**src/rtl/keypad_pkg.sv**
```systemverilog
// rtl/keypad_pkg.sv - shared types and constants for the 4x4 keypad scanner
// Contents: FSM state encoding, per-scan raw result encoding, matrix size,
// KEY_MAP lookup indexed by {row, col}, and a small population-count helper.
package keypad_pkg;

  localparam int NUM_ROWS = 4;
  localparam int NUM_COLS = 4;

  typedef enum logic [1:0] {
    IDLE     = 2'd0,
    PRESS_DB = 2'd1,
    HELD     = 2'd2,
    REL_DB   = 2'd3
  } state_e;

  typedef enum logic [1:0] {
    RAW_NONE   = 2'd0,
    RAW_SINGLE = 2'd1,
    RAW_MULTI  = 2'd2
  } raw_e;

  // Index is {row[1:0], col[1:0]}; entry 15 is listed first.
  //   row0: 1 2 3 A   row1: 4 5 6 B   row2: 7 8 9 C   row3: 0 F E D
  localparam logic [15:0][3:0] KEY_MAP = {
    4'hD, 4'hE, 4'hF, 4'h0,
    4'hC, 4'h9, 4'h8, 4'h7,
    4'hB, 4'h6, 4'h5, 4'h4,
    4'hA, 4'h3, 4'h2, 4'h1
  };

  function automatic logic [2:0] count_ones(input logic [NUM_ROWS-1:0] v);
    logic [2:0] n;
    n = 3'd0;
    for (int i = 0; i < NUM_ROWS; i++) begin
      n = n + {2'b00, v[i]};
    end
    return n;
  endfunction

endpackage

```
**src/rtl/keypad_sync.sv**
```systemverilog
// rtl/keypad_sync.sv - two-flop synchronizer for the active-low keypad rows
// Ports:
//   clk      in  system clock
//   rst_L    in  asynchronous active-low reset (flops reset to all-ones = no key)
//   async_i  in  asynchronous row inputs
//   sync_o   out synchronized row inputs
module keypad_sync
  import keypad_pkg::*;
(
  input  logic                clk,
  input  logic                rst_L,
  input  logic [NUM_ROWS-1:0] async_i,
  output logic [NUM_ROWS-1:0] sync_o
);

  logic [NUM_ROWS-1:0] meta_q;
  logic [NUM_ROWS-1:0] sync_q;

  always_ff @(posedge clk or negedge rst_L) begin
    if (!rst_L) begin
      meta_q <= '1;
      sync_q <= '1;
    end else begin
      meta_q <= async_i;
      sync_q <= meta_q;
    end
  end

  assign sync_o = sync_q;

endmodule

```
**src/rtl/keypad_scanner.sv**
```systemverilog
// rtl/keypad_scanner.sv - 4x4 matrix keypad scanner with debounce and press strobe
// Ports:
//   clk        in   system clock
//   rst_L      in   asynchronous active-low reset
//   row_L      in   [3:0] keypad rows, active low, asynchronous; bit0 = top row
//   col_L      out  [3:0] one-hot-low column drive; bit0 = left column
//   key_code   out  [3:0] hex code of the last accepted key
//   key_valid  out  one-cycle pulse when a new press is accepted
//   key_held   out  high while the accepted key is considered down
//   digits     out  [15:0] last four accepted keys, newest in [3:0]
// Build option: KEYPAD_SHIFT_EN adds the four-digit shift register behind
// digits; without it digits = {12'b0, key_code}.
module keypad_scanner
  import keypad_pkg::*;
#(
  parameter int SCAN_DIV       = 100000,
  parameter int DEBOUNCE_SCANS = 4
) (
  input  logic        clk,
  input  logic        rst_L,
  input  logic [3:0]  row_L,
  output logic [3:0]  col_L,
  output logic [3:0]  key_code,
  output logic        key_valid,
  output logic        key_held,
  output logic [15:0] digits
);

  localparam int              DIV_W     = (SCAN_DIV > 1) ? $clog2(SCAN_DIV) : 1;
  localparam logic [DIV_W-1:0] DIV_LAST = DIV_W'(SCAN_DIV - 1);
  localparam logic [3:0]      DB_TARGET = 4'(DEBOUNCE_SCANS);

  // ---------------------------------------------------------------- timing
  logic [DIV_W-1:0] div_q, div_d;
  logic [1:0]       col_q, col_d;
  logic             sample;
  logic             scan_end;

  assign sample   = (div_q == DIV_LAST);
  assign scan_end = sample && (col_q == 2'(NUM_COLS - 1));
  assign div_d    = sample ? '0 : div_q + 1'b1;
  assign col_d    = sample ? col_q + 2'd1 : col_q;
  assign col_L    = ~(4'b0001 << col_q);

  // -------------------------------------------------------- row sampling
  logic [NUM_ROWS-1:0] row_sync;

  keypad_sync u_sync (
    .clk     (clk),
    .rst_L   (rst_L),
    .async_i (row_L),
    .sync_o  (row_sync)
  );

  // Accumulated key count for the current scan saturates at 2 (= MULTI);
  // the code is only meaningful while the count is exactly 1.
  logic [1:0] acc_cnt_q, acc_cnt_d;
  logic [3:0] acc_code_q, acc_code_d;
  logic [1:0] scan_cnt;
  logic [3:0] scan_code;
  logic [2:0] n_rows;
  logic [1:0] row_idx;
  raw_e       raw;

  assign n_rows = count_ones(~row_sync);

  always_comb begin
    row_idx = 2'd0;
    for (int r = NUM_ROWS - 1; r >= 0; r--) begin
      if (!row_sync[r]) row_idx = 2'(r);
    end
  end

  // scan_cnt/scan_code include the column being sampled this cycle, so the
  // FSM sees the complete scan on the col 3 sample cycle.
  always_comb begin
    scan_cnt   = acc_cnt_q;
    scan_code  = acc_code_q;
    acc_cnt_d  = acc_cnt_q;
    acc_code_d = acc_code_q;
    if (sample) begin
      if (n_rows != 3'd0) begin
        if (acc_cnt_q == 2'd0 && n_rows == 3'd1) begin
          scan_cnt  = 2'd1;
          scan_code = KEY_MAP[{row_idx, col_q}];
        end else begin
          scan_cnt  = 2'd2;
        end
      end
      acc_cnt_d  = scan_end ? 2'd0 : scan_cnt;
      acc_code_d = scan_code;
    end
  end

  always_comb begin
    unique case (scan_cnt)
      2'd0:    raw = RAW_NONE;
      2'd1:    raw = RAW_SINGLE;
      default: raw = RAW_MULTI;
    endcase
  end

  // ------------------------------------------------------------------- FSM
  state_e     state_q, state_d;
  logic [3:0] cand_q, cand_d;
  logic [3:0] cnt_q, cnt_d;
  logic [3:0] key_code_q, key_code_d;
  logic       key_valid_q, key_valid_d;
  logic       single;

  // MULTI is deliberately folded into "no key" so ghosted combinations
  // never start or sustain a press.
  assign single = (raw == RAW_SINGLE);

`ifdef KEYPAD_SHIFT_EN
  logic [15:0] digits_q, digits_d;
`endif

  always_comb begin
    state_d     = state_q;
    cand_d      = cand_q;
    cnt_d       = cnt_q;
    key_code_d  = key_code_q;
    key_valid_d = 1'b0;
`ifdef KEYPAD_SHIFT_EN
    digits_d    = digits_q;
`endif
    if (scan_end) begin
      unique case (state_q)
        IDLE: begin
          if (single) begin
            cand_d = scan_code;
            cnt_d  = 4'd1;
            if (DEBOUNCE_SCANS == 1) begin
              state_d     = HELD;
              key_code_d  = scan_code;
              key_valid_d = 1'b1;
            end else begin
              state_d = PRESS_DB;
            end
          end
        end
        PRESS_DB: begin
          if (single && scan_code == cand_q) begin
            cnt_d = cnt_q + 4'd1;
            if (cnt_d == DB_TARGET) begin
              state_d     = HELD;
              key_code_d  = cand_q;
              key_valid_d = 1'b1;
            end
          end else begin
            state_d = IDLE;
          end
        end
        HELD: begin
          if (!single) begin
            cnt_d   = 4'd1;
            state_d = (DEBOUNCE_SCANS == 1) ? IDLE : REL_DB;
          end
        end
        REL_DB: begin
          if (single) begin
            state_d = HELD;
          end else begin
            cnt_d = cnt_q + 4'd1;
            if (cnt_d == DB_TARGET) state_d = IDLE;
          end
        end
        default: state_d = IDLE;
      endcase
    end
`ifdef KEYPAD_SHIFT_EN
    if (key_valid_d) digits_d = {digits_q[11:0], key_code_d};
`endif
  end

  always_ff @(posedge clk or negedge rst_L) begin
    if (!rst_L) begin
      div_q       <= '0;
      col_q       <= 2'd0;
      acc_cnt_q   <= 2'd0;
      acc_code_q  <= 4'd0;
      state_q     <= IDLE;
      cand_q      <= 4'd0;
      cnt_q       <= 4'd0;
      key_code_q  <= 4'd0;
      key_valid_q <= 1'b0;
    end else begin
      div_q       <= div_d;
      col_q       <= col_d;
      acc_cnt_q   <= acc_cnt_d;
      acc_code_q  <= acc_code_d;
      state_q     <= state_d;
      cand_q      <= cand_d;
      cnt_q       <= cnt_d;
      key_code_q  <= key_code_d;
      key_valid_q <= key_valid_d;
    end
  end

`ifdef KEYPAD_SHIFT_EN
  always_ff @(posedge clk or negedge rst_L) begin
    if (!rst_L) digits_q <= 16'h0000;
    else        digits_q <= digits_d;
  end
  assign digits = digits_q;
`else
  assign digits = {12'h000, key_code_q};
`endif

  assign key_code  = key_code_q;
  assign key_valid = key_valid_q;
  assign key_held  = (state_q == HELD) || (state_q == REL_DB);

endmodule

```
**config.mk**
```make
export PLATFORM = sky130hd
export DESIGN_NAME = keypad_scanner
export DESIGN_NICKNAME = d
export VERILOG_FILES = /design/src/rtl/keypad_pkg.sv /design/src/rtl/keypad_sync.sv /design/src/rtl/keypad_scanner.sv
export SDC_FILE = /design/constraint.sdc
export NUM_CORES = 1
export LEC_CHECK = 0
export ABC_AREA = 1
export CAP_MARGIN = 0
export CORE_MARGIN = 10
export CORE_UTILIZATION = 48
export DETAILED_ROUTE_END_ITERATION = 12
export HOLD_SLACK_MARGIN = 0.03
export PLACE_DENSITY = 0.71
export RECOVER_POWER = 25
export SYNTH_ARGS = -nofsm -noshare
export SYNTH_HDL_FRONTEND = slang
export SYNTH_SLANG_ARGS = --single-unit
```
**constraint.sdc**
```tcl
create_clock -name clk -period 9.05 [get_ports clk]
set_clock_uncertainty 0.15 [all_clocks]
set_input_delay 1.81 -clock clk [delete_from_list [all_inputs] [get_ports clk]]
set_output_delay 1.81 -clock clk [all_outputs]
set_load 0.005 [all_outputs]
```
==> impl_metrics.py <==
metrics = {
    "outcome": {
        "status": "complete, no violations",
    },
    "power": {
        "pwr-share-seq_pct": 60.3,
        "p_sw_share_pct": 24.0,
        "p_switching_uw": 87.4,
        "combPwrFrac_pct": 4.8,
        "pwr-share-clk_pct": 34.9,
        "cellPowerDensity_nw_per_um2": 116,
        "leakagePower_nw": 1.53,
        "p_int_uw": 276,
        "irDropWorstVdd_mv": 0.0730,
    },
    "global_route": {
        "grt_util_met1_pct": 16.1,
        "grt_usage_pct": 12.3,
        "grt_pass1_wl_mm": 10.0,
        "antenna_found_initial": 0,
        "grt_pass1_vias": 2159,
        "grt.met2_usage_pct": 18.5,
        "grt.busiest_layer": "met2",
        "gr-total-overflow": 0,
        "grt_util_met3_pct": 3.91,
        "grt_start_max_net_pins": 49,
    },
    "worst_setup_path": {
        "critPathMaxStageDelay_ns": 0.50,
        "worstPathArrival_ns": 1.71,
        "path_cells": "inv_1 -> ha_1 -> inv_1 -> clkdlybuf4s50_1",
        "worst-endpoint-required_ns": 7.09,
        "critical_path_class": "reg2out",
        "end_kind": "primary output",
        "start_kind": "flop",
        "cp_max_fo": 5,
        "path_common_cell": "inv_1",
        "crit_path_start": "col_q[0]",
        "cp_slowest_cell": "clkdlybuf4s50_1",
        "rr_startpoint": "u_sync.sync_o[0]",
    },
    "finish": {
        "multi_input_area_um2": 1320,
        "regArea_um2": 1210,
        "nets": 384,
        "syn_to_final_growth_pct": 8.53,
        "fin_util_pct": 53.0,
        "fillerInstances": 558,
        "antenna_cells": 0,
        "final_layout_size_suffix_gt1_share_pct": 17.1,
    },
    "clock_network": {
        "htree_num_levels": 2,
        "ctsLongestPathBuffers": 2,
        "clock_latency_ns": 0.30,
        "cts_sinks": 48,
        "cts_setup_buffers": 0,
        "clkTransAtPathRegs_ns": 0.09,
        "numCtsBuffers": 5,
        "cts_resized": 0,
        "postCtsHoldBufs": 0,
        "clock-root-buffer": "clkbuf_8",
        "cts_tree": "done",
    },
    "placed_design": {
        "dp_hpwl_mm": 4.17,
        "gp_congestion": 0.862,
        "io_buffer_count": 19,
    },
    "timing": {
        "finalSetupTns_ns": 0,
        "setup_viol": 0,
        "fmax_ghz": 0.272,
        "tightest_slew_ns": 1.06,
        "relSlewSlack_pct": 29.4,
        "hold_violations": 0,
        "drv_slew": 0,
        "fin_crit_ns": 3.67,
        "fin_crit_sh_pct": 40.6,
        "rsz0062_at_grt": "false",
    },
    "logic_synthesis": {
        "yosys_most_used_dff": "dfrtp_1",
        "syn_inst": 348,
        "yosysWarnings": 0,
        "syn_avg_cell_area_um2": 8.27,
        "syn_area_um2": 2880,
        "yosysUniqueCellTypes": 37,
        "async_reset_ff_share_pct": 100,
        "ys_seq_area_share_pct": 42.1,
        "synth-edff-count": 0,
        "ys_ff_latch": 48,
    },
    "drt": {
        "ant_nets": 0,
        "wl_per_cell_um": 12.3,
        "drt_first_pass_iters": 4,
        "vias_per_cell": 4.85,
        "via_count": 2149,
        "drt-total-wl_mm": 5.43,
        "drc": 0,
        "drt_iter0_drc": 146,
    },
    "die": {
        "dieHeight_um": 97.4,
        "die-width_um": 97.4,
        "core_area_um2": 5890,
        "ioPinCount": 32,
        "start_util_pct": 48.9,
        "dieArea_um2": 9490,
        "rows": 28,
    },
    "worst_hold_path": {
        "worstHoldStart": "u_sync.meta_q[3]",
        "min_path_type": "reg2reg",
    },
    "job": {
        "cap_violations": 0,
    },
}
-- layout make-up --
cell class	count	area share, %
Sequential cell	48	38.8
Inverter	60	7.33
Clock inverter	3	0.601
Clock buffer	5	2.20
Multi-Input combinational cell	233	42.1
Timing Repair Buffer	19	5.93
Tap cell	75	3.01
-- final timing paths --
check	to	slack, ns	cells past startpoint
setup / recovery	col_L[0]	5.38	4
hold / removal	u_sync.sync_o[3]	0.21	0
setup reg to reg	state_q[0]	5.78	20
hold reg to reg	u_sync.sync_o[3]	0.21	0
max in group asynchronous	div_q[16]	6.56	1
min in group asynchronous	div_q[2]	1.55	1
-- critical path: cells and delay by family, from the launching register on --
family | cells | cell delay, ns
adder cells (fa/ha/maj) | 1 | 0.26
buffers and inverters | 3 | 0.72
flip-flops | 1 | 0.45
-- kinds of logic (layout without fill, tap and decap cells) --
kind of cell,count (synthesis),count (layout),share of synthesized area (%)
mux,3,3,1.17
buf+inv,78,87,12.4
compound gates,31,31,7.09
other cells,1,12,0.130
simple gates,173,173,31.1
fa+ha+maj,11,11,5.05
xor+xnor,3,3,0.914
flops,48,48,42.1
-- cell usage in the layout (no fill, tap or decap), types with 5 or more instances in the layout --
master,count
nand2_1,78
inv_1,53
dfrtp_1,40
nor2_1,26
nand3_1,19
clkdlybuf4s50_1,14
nand2_2,12
conb_1,12
nor3_1,11
o21ai_0,10
ha_1,10
dfstp_2,8
nand4_1,7
nor2_2,6
inv_2,5
o21ai_1,5
clkbuf_8,5
-- flip-flops by register name (all words and copies together) (netlist names) --
| name | cells |
|---|---|
| col_q | 2 |
| state_q | 2 |
| acc_code_q | 4 |
| cnt_q | 4 |
| acc_cnt_q | 2 |
| div_q | 17 |
| u_sync.meta_q | 4 |
| key_code | 4 |
| cand_q | 4 |
| key_valid | 1 |
| u_sync.sync_o | 4 |
-- routing by layer --
layer,wire length [µm],up-vias
li1,-,1110
met1,2600,975
met2,2320,58
met3,432,6
met4,75,0
met5,0,-
-- through the flow --
step           hold slack, ns  total power, mW  instances  setup slack, ns  cell area, µm²
6_report                0.211            0.364        443             5.38            3120
3_3_place_gp            0.197            0.240        435             5.73            3070
5_1_grt                 0.221            0.381        443             5.28            3120
2_1_floorplan           0.195            0.236        359             6.06            2920
4_1_cts                 0.213            0.369        443             5.37            3160
3_5_place_dp            0.199            0.241        435             5.71            3070
-- cells in the mapped netlist (2+ instances only) --
library cell | count | area share (%)
nand2_4 | 4 | 1.6
buf_4 | 16 | 4.2
nand3_1 | 18 | 3.1
a211oi_1 | 2 | 0.52
ha_1 | 10 | 4.3
clkbuf_1 | 2 | 0.26
nand4_1 | 7 | 1.5
o21ai_0 | 10 | 1.7
nand3_2 | 5 | 1.7
a21oi_1 | 4 | 0.70
a31oi_1 | 3 | 0.65
inv_1 | 52 | 6.8
o21ai_2 | 3 | 0.91
dfstp_2 | 8 | 7.3
nor2_2 | 7 | 1.5
inv_2 | 6 | 0.78
dfrtp_1 | 40 | 35
nor3_1 | 11 | 1.9
nor2_1 | 23 | 3.0
nor2_4 | 6 | 2.3
nand2_2 | 14 | 3.0
nand2_1 | 75 | 9.8
o21ai_1 | 5 | 0.87
xor2_1 | 2 | 0.61
mux2_2 | 3 | 1.2
-- power by group through the flow --
stage	sequential (mW)	clock, mW	combinational (mW)
floorplan	0.223	0	0.0137
global placement	0.223	0	0.0171
detailed placement	0.223	0	0.0178
global route	0.220	0.140	0.0209
CTS	0.219	0.132	0.0179
finish	0.219	0.127	0.0175
Note: power is estimated with default switching activity, not from simulation.
